$ cat src/rtl/seg7_pkg.sv
// Shared types and constants for the seven-segment scan controller.
package seg7_pkg;

    // Scan phase of the current digit slot.
    typedef enum logic {
        BLANK = 1'b0,
        DRIVE = 1'b1
    } state_e;

    localparam logic [6:0] SEG_OFF = 7'h7F;
    localparam logic [3:0] AN_OFF  = 4'hF;

    // Active-low segment patterns, bit 0 = CA ... bit 6 = CG.
    localparam logic [6:0] HEX_SEG [16] = '{
        7'h40, 7'h79, 7'h24, 7'h30,
        7'h19, 7'h12, 7'h02, 7'h78,
        7'h00, 7'h10, 7'h08, 7'h03,
        7'h46, 7'h21, 7'h06, 7'h0E
    };

endpackage

$ cat src/rtl/seg7_decoder.sv
// Combinational hex nibble to active-low seven-segment pattern.
module seg7_decoder
    import seg7_pkg::*;
(
    input  logic [3:0] nibble_i,
    output logic [6:0] seg_o
);

    // Table lookup of the segment pattern for the nibble.
    always_comb begin
        seg_o = HEX_SEG[nibble_i];
    end

endmodule

$ cat src/rtl/seg7_scan_controller.sv
// Four-digit seven-segment scan controller with ghosting gap, blanking,
// leading-zero suppression and frame-aligned load/ack value updates.
//
// The position registers (state_q, digit_q, cnt_q) hold the slot position
// that the output registers will present after the next clock edge, so the
// output flops are loaded from a decode of that position.
module seg7_scan_controller
    import seg7_pkg::*;
#(
    parameter int TICKS_PER_DIGIT = 100000,
    parameter int BLANK_TICKS     = 2000
) (
    input  logic        clk,
    input  logic        reset,
    input  logic [15:0] value,
    input  logic [3:0]  dp_in,
    input  logic [3:0]  blank_in,
    input  logic        lz_suppress,
    input  logic        load,
    output logic        load_ack,
    output logic        frame_start,
    output logic [6:0]  seg,
    output logic        dp,
    output logic [3:0]  an
);

    localparam int CNT_BIG   = (TICKS_PER_DIGIT > BLANK_TICKS) ? TICKS_PER_DIGIT : BLANK_TICKS;
    localparam int CNT_MAX   = (CNT_BIG > 2) ? CNT_BIG : 2;
    localparam int CNT_W     = $clog2(CNT_MAX);
    localparam bit HAS_BLANK = (BLANK_TICKS > 0);

    localparam logic [CNT_W-1:0] DRIVE_LAST = CNT_W'(TICKS_PER_DIGIT - 1);
    localparam logic [CNT_W-1:0] BLANK_LAST = CNT_W'((BLANK_TICKS > 0) ? (BLANK_TICKS - 1) : 0);
    localparam logic [CNT_W-1:0] CNT_ZERO   = {CNT_W{1'b0}};
    localparam logic [CNT_W-1:0] CNT_ONE    = CNT_W'(1);

    // Slot position
    state_e           state_q, state_d;
    logic [1:0]       digit_q, digit_d;
    logic [CNT_W-1:0] cnt_q, cnt_d;

    // Staging and display copies of the loaded data
    logic [15:0] stg_val_q, stg_val_d;
    logic [3:0]  stg_dp_q, stg_dp_d;
    logic [3:0]  stg_bl_q, stg_bl_d;
    logic        pend_q, pend_d;
    logic [15:0] disp_val_q, disp_val_d;
    logic [3:0]  disp_dp_q, disp_dp_d;
    logic [3:0]  disp_bl_q, disp_bl_d;

    // Registered outputs
    logic [6:0] seg_q, seg_d;
    logic       dp_q, dp_d;
    logic [3:0] an_q, an_d;
    logic       load_ack_q;
    logic       frame_start_q;

    // Decode helpers
    state_e     emit_state_s;
    logic       boundary_s;
    logic       commit_s;
    logic [3:0] nibble_s;
    logic [6:0] dec_seg_s;
    logic       lz_dark_s;
    logic       dark_s;
    logic       drive_on_s;

    assign seg         = seg_q;
    assign dp          = dp_q;
    assign an          = an_q;
    assign load_ack    = load_ack_q;
    assign frame_start = frame_start_q;

    seg7_decoder u_decoder (
        .nibble_i (nibble_s),
        .seg_o    (dec_seg_s)
    );

    // Effective phase of the position and whether it opens a new frame.
    always_comb begin
        if (HAS_BLANK) begin
            emit_state_s = state_q;
        end else begin
            emit_state_s = DRIVE;
        end
        boundary_s = (digit_q == 2'd0) && (cnt_q == CNT_ZERO) &&
                     ((emit_state_s == BLANK) || !HAS_BLANK);
        commit_s   = boundary_s && pend_q;
    end

    // Advance the slot position by one clock.
    always_comb begin
        state_d = state_q;
        digit_d = digit_q;
        cnt_d   = cnt_q;
        case (emit_state_s)
            BLANK: begin
                if (cnt_q == BLANK_LAST) begin
                    state_d = DRIVE;
                    cnt_d   = CNT_ZERO;
                end else begin
                    cnt_d = cnt_q + CNT_ONE;
                end
            end
            DRIVE: begin
                if (cnt_q == DRIVE_LAST) begin
                    if (HAS_BLANK) begin
                        state_d = BLANK;
                    end else begin
                        state_d = DRIVE;
                    end
                    digit_d = digit_q + 2'd1;
                    cnt_d   = CNT_ZERO;
                end else begin
                    cnt_d = cnt_q + CNT_ONE;
                end
            end
            default: begin
                state_d = BLANK;
                digit_d = 2'd0;
                cnt_d   = CNT_ZERO;
            end
        endcase
    end

    // Staging capture, pending flag and frame-boundary commit.
    always_comb begin
        if (load) begin
            stg_val_d = value;
            stg_dp_d  = dp_in;
            stg_bl_d  = blank_in;
            pend_d    = 1'b1;
        end else begin
            stg_val_d = stg_val_q;
            stg_dp_d  = stg_dp_q;
            stg_bl_d  = stg_bl_q;
            pend_d    = pend_q && !commit_s;
        end
        if (commit_s) begin
            disp_val_d = stg_val_q;
            disp_dp_d  = stg_dp_q;
            disp_bl_d  = stg_bl_q;
        end else begin
            disp_val_d = disp_val_q;
            disp_dp_d  = disp_dp_q;
            disp_bl_d  = disp_bl_q;
        end
    end

    // Select the digit nibble and work out whether the digit is dark.
    always_comb begin
        case (digit_q)
            2'd0: begin
                nibble_s  = disp_val_d[3:0];
                lz_dark_s = 1'b0;
            end
            2'd1: begin
                nibble_s  = disp_val_d[7:4];
                lz_dark_s = (disp_val_d[15:4] == 12'h000);
            end
            2'd2: begin
                nibble_s  = disp_val_d[11:8];
                lz_dark_s = (disp_val_d[15:8] == 8'h00);
            end
            2'd3: begin
                nibble_s  = disp_val_d[15:12];
                lz_dark_s = (disp_val_d[15:12] == 4'h0);
            end
            default: begin
                nibble_s  = 4'h0;
                lz_dark_s = 1'b0;
            end
        endcase
        dark_s     = disp_bl_d[digit_q] || (lz_suppress && lz_dark_s);
        drive_on_s = (emit_state_s == DRIVE) && !dark_s;
    end

    // Pin values for the position about to be presented.
    always_comb begin
        if (drive_on_s) begin
            an_d  = ~(4'b0001 << digit_q);
            seg_d = dec_seg_s;
            dp_d  = ~disp_dp_d[digit_q];
        end else begin
            an_d  = AN_OFF;
            seg_d = SEG_OFF;
            dp_d  = 1'b1;
        end
    end

    // Scan FSM with registered pin outputs and handshake pulses.
    always_ff @(posedge clk) begin
        if (!reset) begin
            state_q       <= BLANK;
            digit_q       <= 2'd0;
            cnt_q         <= CNT_ZERO;
            an_q          <= AN_OFF;
            seg_q         <= SEG_OFF;
            dp_q          <= 1'b1;
            load_ack_q    <= 1'b0;
            frame_start_q <= 1'b0;
        end else begin
            state_q       <= state_d;
            digit_q       <= digit_d;
            cnt_q         <= cnt_d;
            an_q          <= an_d;
            seg_q         <= seg_d;
            dp_q          <= dp_d;
            load_ack_q    <= commit_s;
            frame_start_q <= boundary_s;
        end
    end

    // Staging and display data registers.
    always_ff @(posedge clk) begin
        if (!reset) begin
            stg_val_q  <= 16'h0000;
            stg_dp_q   <= 4'h0;
            stg_bl_q   <= 4'h0;
            pend_q     <= 1'b0;
            disp_val_q <= 16'h0000;
            disp_dp_q  <= 4'h0;
            disp_bl_q  <= 4'h0;
        end else begin
            stg_val_q  <= stg_val_d;
            stg_dp_q   <= stg_dp_d;
            stg_bl_q   <= stg_bl_d;
            pend_q     <= pend_d;
            disp_val_q <= disp_val_d;
            disp_dp_q  <= disp_dp_d;
            disp_bl_q  <= disp_bl_d;
        end
    end

endmodule
$ cat config.mk
export PLATFORM = sky130hd
export DESIGN_NAME = seg7_scan_controller
export DESIGN_NICKNAME = d
export VERILOG_FILES = /design/src/rtl/seg7_pkg.sv /design/src/rtl/seg7_decoder.sv /design/src/rtl/seg7_scan_controller.sv
export SDC_FILE = /design/constraint.sdc
export NUM_CORES = 1
export LEC_CHECK = 0
export ABC_CLOCK_PERIOD_IN_PS = 3300
export BUFFER_PORTS_ARGS = -buffer_cell sky130_fd_sc_hd__buf_2
export CAP_MARGIN = 20
export CORE_ASPECT_RATIO = 2
export CORE_MARGIN = 2
export CORE_UTILIZATION = 52
export CTS_CLUSTER_SIZE = 14
export DETAILED_ROUTE_END_ITERATION = 8
export PLACE_DENSITY = 0.75
export SLEW_MARGIN = 30
export SYNTH_ARGS = -nofsm -noshare
export SYNTH_HDL_FRONTEND = slang
export SYNTH_HIERARCHICAL = 1
export SYNTH_SLANG_ARGS = --single-unit
export TNS_END_PERCENT = 100
$ cat constraint.sdc
create_clock -name clk -period 3.3 [get_ports clk]
set_input_delay 0.33 -clock clk [delete_from_list [all_inputs] [get_ports clk]]
set_output_delay 0.33 -clock clk [all_outputs]
set_load 0.005 [all_outputs]
# [Yosys cells after proc, flatten, opt, wreduce, memory -nomap -nowiden]
# Memory sizes are Yosys's and may differ from the RTL's. A register that Yosys moved wholly into a read port is not among the register bits.
# Index checks and enable logic that the tools add are counted.
[word_totals] word_cells=61 output_inout_bits=14 rom_bits=112 input_bits=28 memories=1 ff_bits=76
[classes] reduce_logical=17 add_sub_neg=2 n_lt_le_gt_ge=1 n_shift=1 eq_ne=5 mux=16 bitwise=4
[mem_list] memory="(name not given)" depth=16 width=7 rd=1 rd_ports_with_merged_regs=1 write_ports=0 line="seg7_decoder.sv:11" rtl="seg_o = HEX_SEG[nibble_i];"
[op_table] operator="17-bit 2-to-1 mux" count=2
[op_table] operator="17-bit case mux with 2 select lines" count=1
[op_table] operator="17-bit by 1-bit adder with 17-bit output, second input constant" count=1
[op_table] operator="17-bit by 11-bit == test with 1-bit output, second input constant" count=1
[op_table] operator="17-bit == test, second input constant" count=1
[op_table] operator="17-bit zero test" count=1
[op_table] operator="16-bit 2-to-1 mux" count=1
[op_table] operator="4-bit case mux with 4 select lines" count=1
[op_table] operator="12-bit zero test" count=1
[op_table] operator="8-bit zero test" count=1
[op_table] operator="4-bit 2-to-1 mux" count=2
[op_table] operator="1-bit logical AND" count=6
[op_table] operator="1-bit 2-to-1 mux" count=5
[op_table] operator="4-bit NOT with 5-bit output" count=1
[op_table] operator="1-bit binary-select mux with 2-bit select" count=2
[op_table] operator="2-bit == test, second input constant" count=2
[op_table] operator="4-bit zero test" count=1
[op_table] operator="4-bit NOT" count=1
[op_table] operator="1-bit case mux with 4 select lines" count=1
[op_table] operator="2-bit AND reduction" count=2
[op_table] operator="1-bit by 2-bit left shift with 4-bit output, first input constant" count=1
[op_table] operator="1-bit zero test" count=3
[op_table] operator="2-bit by 3-bit < comparator with 1-bit output, second input constant" count=1
[op_table] operator="2-bit by 1-bit adder with 2-bit output, second input constant" count=1
[op_table] operator="5 further kinds" count=6

# [Logic depth before layout (Yosys ltp)]
[depth] word_depth=13 depth_mapped=16 depth_no_buf=14

# [By module]
# Netlist, hierarchy kept.
[modules_own_cells] mod="seg7_scan_controller" seq_area_each_um2=1661.6 n_inst=1 area_each_um2=3545.9 cells_per_inst=344
[modules_own_cells] mod="seg7_decoder" seq_area_each_um2=0.0 n_inst=1 area_each_um2=269.0 cells_per_inst=33

# [Worst setup path before layout]
# Ideal clock, no wire load.
[synth_path] path_kind="reg2reg" startpoint="register digit_q[0]" endpoint="register seg_q[3] (netlist: seg[3])" slack_ns=-0.199 path_stages_with_launch=16 arrival_ns=3.376 t_required_ns=3.178 path_buffers=4 synth_period_minus_slack_ns=3.499 path_cell_list="dfxtp_1 > clkbuf_1 > inv_1 > ha_1 > and4b_1 > buf_4 > nand3_4 > buf_6 > buf_2 > mux2i_1 > mux2i_1 > inv_1 > ha_1 > inv_1 > mux4_2 > nand3b_1"
[synth_lines] item="start, declared" line="seg7_scan_controller.sv:39" rtl="logic [1:0] digit_q, digit_d;"
[synth_lines] item="start signal, assigned" line="seg7_scan_controller.sv:204" rtl="digit_q <= digit_d;"
[synth_lines] item="2-bit zero test" line="seg7_scan_controller.sv:86, seg7_scan_controller.sv:152"
[synth_lines] item="1-bit logical AND (2 in series)" line="seg7_scan_controller.sv:86" rtl="boundary_s = (digit_q == 2'd0) && (cnt_q == CNT_ZERO) &&"
[synth_lines] item="1-bit logical AND" line="seg7_scan_controller.sv:88" rtl="commit_s = boundary_s && pend_q;"
[synth_lines] item="16-bit 2-to-1 mux" line="seg7_scan_controller.sv:139" rtl="if (commit_s) begin"
[synth_lines] item="4-bit case mux with 4 select lines (*)" line="seg7_scan_controller.sv:152" rtl="case (digit_q)"
[synth_lines] item="net nibble_s[0]" line="seg7_scan_controller.sv:62" rtl="logic [3:0] nibble_s;"
[synth_lines] item="4-bit NOT with 5-bit output (implied by the code) (*)" line="seg7_decoder.sv:11"
[synth_lines] item="end, declared" line="seg7_scan_controller.sv:52" rtl="logic [6:0] seg_q, seg_d;"
# Mark *: on every way through the listed nets, which the timed path passes. The rest lies on a longest branch. The select of a mux whose other input is x is not followed.
# A chain may end at the register's enable or synchronous reset.

# [Final worst setup path]
[layout_path] startpoint="register cnt_q[0]" endpoint="register seg_q[3] (netlist: seg[3])"
[layout_lines] item="start, declared" line="seg7_scan_controller.sv:40" rtl="logic [CNT_W-1:0] cnt_q, cnt_d;"
[layout_lines] item="start signal, assigned" line="seg7_scan_controller.sv:205" rtl="cnt_q <= cnt_d;"
[layout_lines] item="17-bit zero test" line="seg7_scan_controller.sv:86"
[layout_lines] item="1-bit logical AND (2 in series)" line="seg7_scan_controller.sv:86"
[layout_lines] item="1-bit logical AND" line="seg7_scan_controller.sv:88"
[layout_lines] item="16-bit 2-to-1 mux" line="seg7_scan_controller.sv:139"
[layout_lines] item="4-bit case mux with 4 select lines" line="seg7_scan_controller.sv:152"
[layout_lines] item="net nibble_s[1]" line="seg7_scan_controller.sv:62"
[layout_lines] item="4-bit NOT with 5-bit output (implied by the code)" line="seg7_decoder.sv:11"
# The timed path passes the listed nets, and every way through them passes these cells. The select of a mux whose other input is x is not followed.

==> results.md <==
- Final setup vio count: 0
- CP Data Arrival Time: 3400 ps
- Net switching power figure: 0.529 mW
- Sw frac: 24.1%
- Pleak: 1.92 nW
- Port Buffers: 41
- Skew-Pair Late Insertion Delay: 340 ps
- Post-DRT Antenna Nets: 0
- Boundary Pins: 42
- Worst EP required: 3530 ps
- Slowest-stage cell, CP: mux4_2
- Routed Wire Length: 8070 um
- Clock power share: 42.6%
- Final std cells w/o fill: 531
- Fin nets: 476
- CORE AREA: 0.00721 mm2
- Crit path kind: reg2reg
- Std cell rows: 44
- Dpl hpwl: 5740 um
- Total GRT Usage: 21.3%
- Dominant cells by area after synthesis: dfxtp_1 44%, mux2i_1 12%, nor2b_1 5.4%
- Cell total after placement: 504
- CP dominant cell by count: inv_2
- Syn Nets: 419
- Number of library cell types mapped by synthesis: 41
- DR iter-0 viols: 173
- CP startpoint kind: register
- Synthesis-stage register bit count: 83
- Top FF cell, synth: dfxtp_1
- GP Congestion: 0.847
- Syn avg cell area: 10.1 um2
- CP Max Fanout: 6
- CTS Sinks: 83
- Gr ovfl total: 0
- Seq pwr share: 48.0%
- Synth Cell Area: 0.00381 mm2
- Clock tree buffer depth: 2
- Max-slew violations: 0
- Max-Cap Viols: 0
- CTS HTree Levels: 3
- Mapped Cells: 377
- Initial core utilization: 52.9%
- Post-Place Worst Slack: 77.9 ps
- Register area share after synthesis: 43.6%
- Sequence of cells on the critical path: inv_2, ha_4, nor4b_4, and4b_2, nand3_4, buf_6, mux2_2, a222oi_1, mux2i_2, inv_2, ha_4, inv_2, mux4_2, nand3b_1
- Final cycle utilization of the critical path: 96.2%
- Worst Setup End Kind: register
- Worst Skew: 5.77 ps
- Syn. warnings: 6
- Root buffer cell: clkbuf_16
- Proportion of layout cells with a drive suffix above 1: 26.2%
- Synth area leader: dfxtp_1
- Worst path top cell family by delay: multiplexers
- Die Y: 125 um
- Remaining DRCs: 0
- Number of flops mapped to enable cells by yosys: 0
- VDD IR max: 0.000362 V
- Total negative setup slack: 0 ps
- Ant. Diodes: 0
- Via count: 2916
- Chip Width: 64.6 um
- CTS buffer count: 9
- Vias in the first global route: 2819
- Power Internal: 1.67 mW
- Yosys top cell area share: 43.6%
- Power Dens Cells: 480 mW/mm2
- First-pass GRT wire length: 13200 um
- Initial antenna violation count: 0
- Buf+Inv Stages, Crit Path: 4
- Logic pwr share: 9.4%
- Worst-Margin Slew: 762 ps
- Filler cell count: 602
- Final hold vios: 0
- WL/cell: 15.2 um
- Setup WS post-layout: 126 ps
- Rel. slew slack: 49.2%
- DIE AREA: 0.00808 mm2
- WHS: 246 ps
- Fmax: 0.315 GHz
- Status: finished clean
- TritonCTS clock tree: built
- Largest net degree at the start of global routing: 29
- Ys async rst share: 0%
- Largest stage delay, worst path: 440 ps
- Crit path time final: 3170 ps
- Worst-path clk slew: 60 ps
- HP Class: in2reg
- Iteration count of the initial detailed-routing pass: 4
- Layout area overhead: 20.3%
- Drt via density: 5.49
==> logic make-up (layout without fill, tap and decap cells) <==
family / count (synthesis) / after routing / share of synthesized area [%]
mux: 60 / 60 / 17.5
compound gates: 28 / 28 / 5.48
flops: 83 / 83 / 43.6
buf+inv: 31 / 92 / 3.77
simple gates: 145 / 146 / 21.4
fa+ha+maj: 14 / 14 / 4.59
xor+xnor: 16 / 16 / 3.67
==> registers in the layout, indices dropped and copies added (netlist names) <==
register	flops
digit_q	2
stg_bl_q	4
an	4
seg	7
disp_dp_q	4
cnt_q	17
stg_val_q	16
dp	1
disp_val_q	16
emit_state_s	1
pend_q	1
disp_bl_q	4
stg_dp_q	4
load_ack	1
frame_start	1
==> synth_stat cells, types with 2 or more instances <==
cell type / number
a21boi_0: 8
a21oi_1: 3
a222oi_1: 4
and2_1: 15
and3_1: 12
buf_2: 4
buf_4: 2
buf_6: 2
clkbuf_1: 13
dfxtp_1: 83
ha_1: 14
inv_1: 10
mux2_2: 9
mux2_4: 4
mux2i_1: 44
mux4_2: 3
nand2_1: 24
nand2b_1: 2
nand3_1: 7
nand3b_1: 8
nand4_1: 5
nor2_1: 24
nor2b_1: 33
nor4_1: 7
o211ai_1: 2
o21ai_0: 3
o21ai_1: 3
or4_1: 2
xnor2_1: 9
xor2_1: 7
==> worst paths after layout <==
| check | start | endpoint | slack, ps | cells past startpoint |
|---|---|---|---|---|
| min | blank_in[2] | stg_bl_q[2] | 250 | 3 |
| max reg2reg | cnt_q[0] | seg[3] | 130 | 14 |
| max | cnt_q[0] | seg[3] | 130 | 14 |
| min reg2reg | cnt_q[0] | cnt_q[0] | 450 | 1 |
==> cell usage in the layout, fill, tap and decap left out, drive strengths merged <==
cell type,n
inv,10
nand3,9
nand4,5
nor2,24
o211ai,2
dfxtp,83
or4,2
nor4b,2
or3,1
nand2b,2
nor3,1
clkinvlp,3
a21oi,3
clkbuf,10
a31oi,1
nor2b,33
nor4,7
a32o,1
mux4,3
clkinv,3
ha,14
o31ai,1
buf,66
a222oi,4
o32ai,1
a2111o,1
o21ai,6
nand2,24
mux2i,44
and4b,1
xnor2,9
nand3b,8
a21boi,8
xor2,7
and2,15
mux2,13
and3,12
==> per-layer routing <==
layer,track usage (%),wire length (um),up-vias
li1,-,-,1415
met1,20.9,3010,1405
met2,38.4,4390,74
met3,4.41,317,22
met4,14.6,346,0
met5,0,0,-
==> area by class of cell <==
cell class / count / area (um2) / share of cell area (%)
Sequential cell: 83 / 1660 / 36.2
Tap cell: 92 / 115 / 2.51
Clock buffer: 10 / 239 / 5.21
Clock inverter: 6 / 41.3 / 0.900
Inverter: 10 / 37.5 / 0.818
Multi-Input combinational cell: 264 / 2080 / 45.3
Timing Repair Buffer: 66 / 413 / 9.00
==> through the flow <==
step / util [%] / power (mW) / instance area [um2]
6_report: 63.6 / 2.20 / 4590
5_1_grt: 63.6 / 2.28 / 4590
4_1_cts: 61.4 / 2.19 / 4430
3_5_place_dp: 57.5 / 1.26 / 4150
3_3_place_gp: 57.5 / 1.25 / 4150
2_1_floorplan: - / 1.20 / 3820
==> timing repair <==
action	in CTS	in global routing
resized for setup	0	17
hold buffers	0	0
endpoints found under the setup margin	0	4
setup buffers	0	10
==> tightest hold or removal path: stages <==
cell	delay, ps
buf_2	70
mux2i_1	50
nor2b_1	90
==> power groups by stage <==
stage	sequential, mW	clock (mW)	combinational [mW]
after floorplan	1.07	0	0.133
after global placement	1.08	0	0.175
after detailed placement	1.08	0	0.180
after CTS	1.06	0.953	0.181
after global routing	1.06	0.993	0.229
final	1.06	0.938	0.207
Note: power is estimated with default switching activity, not from simulation.
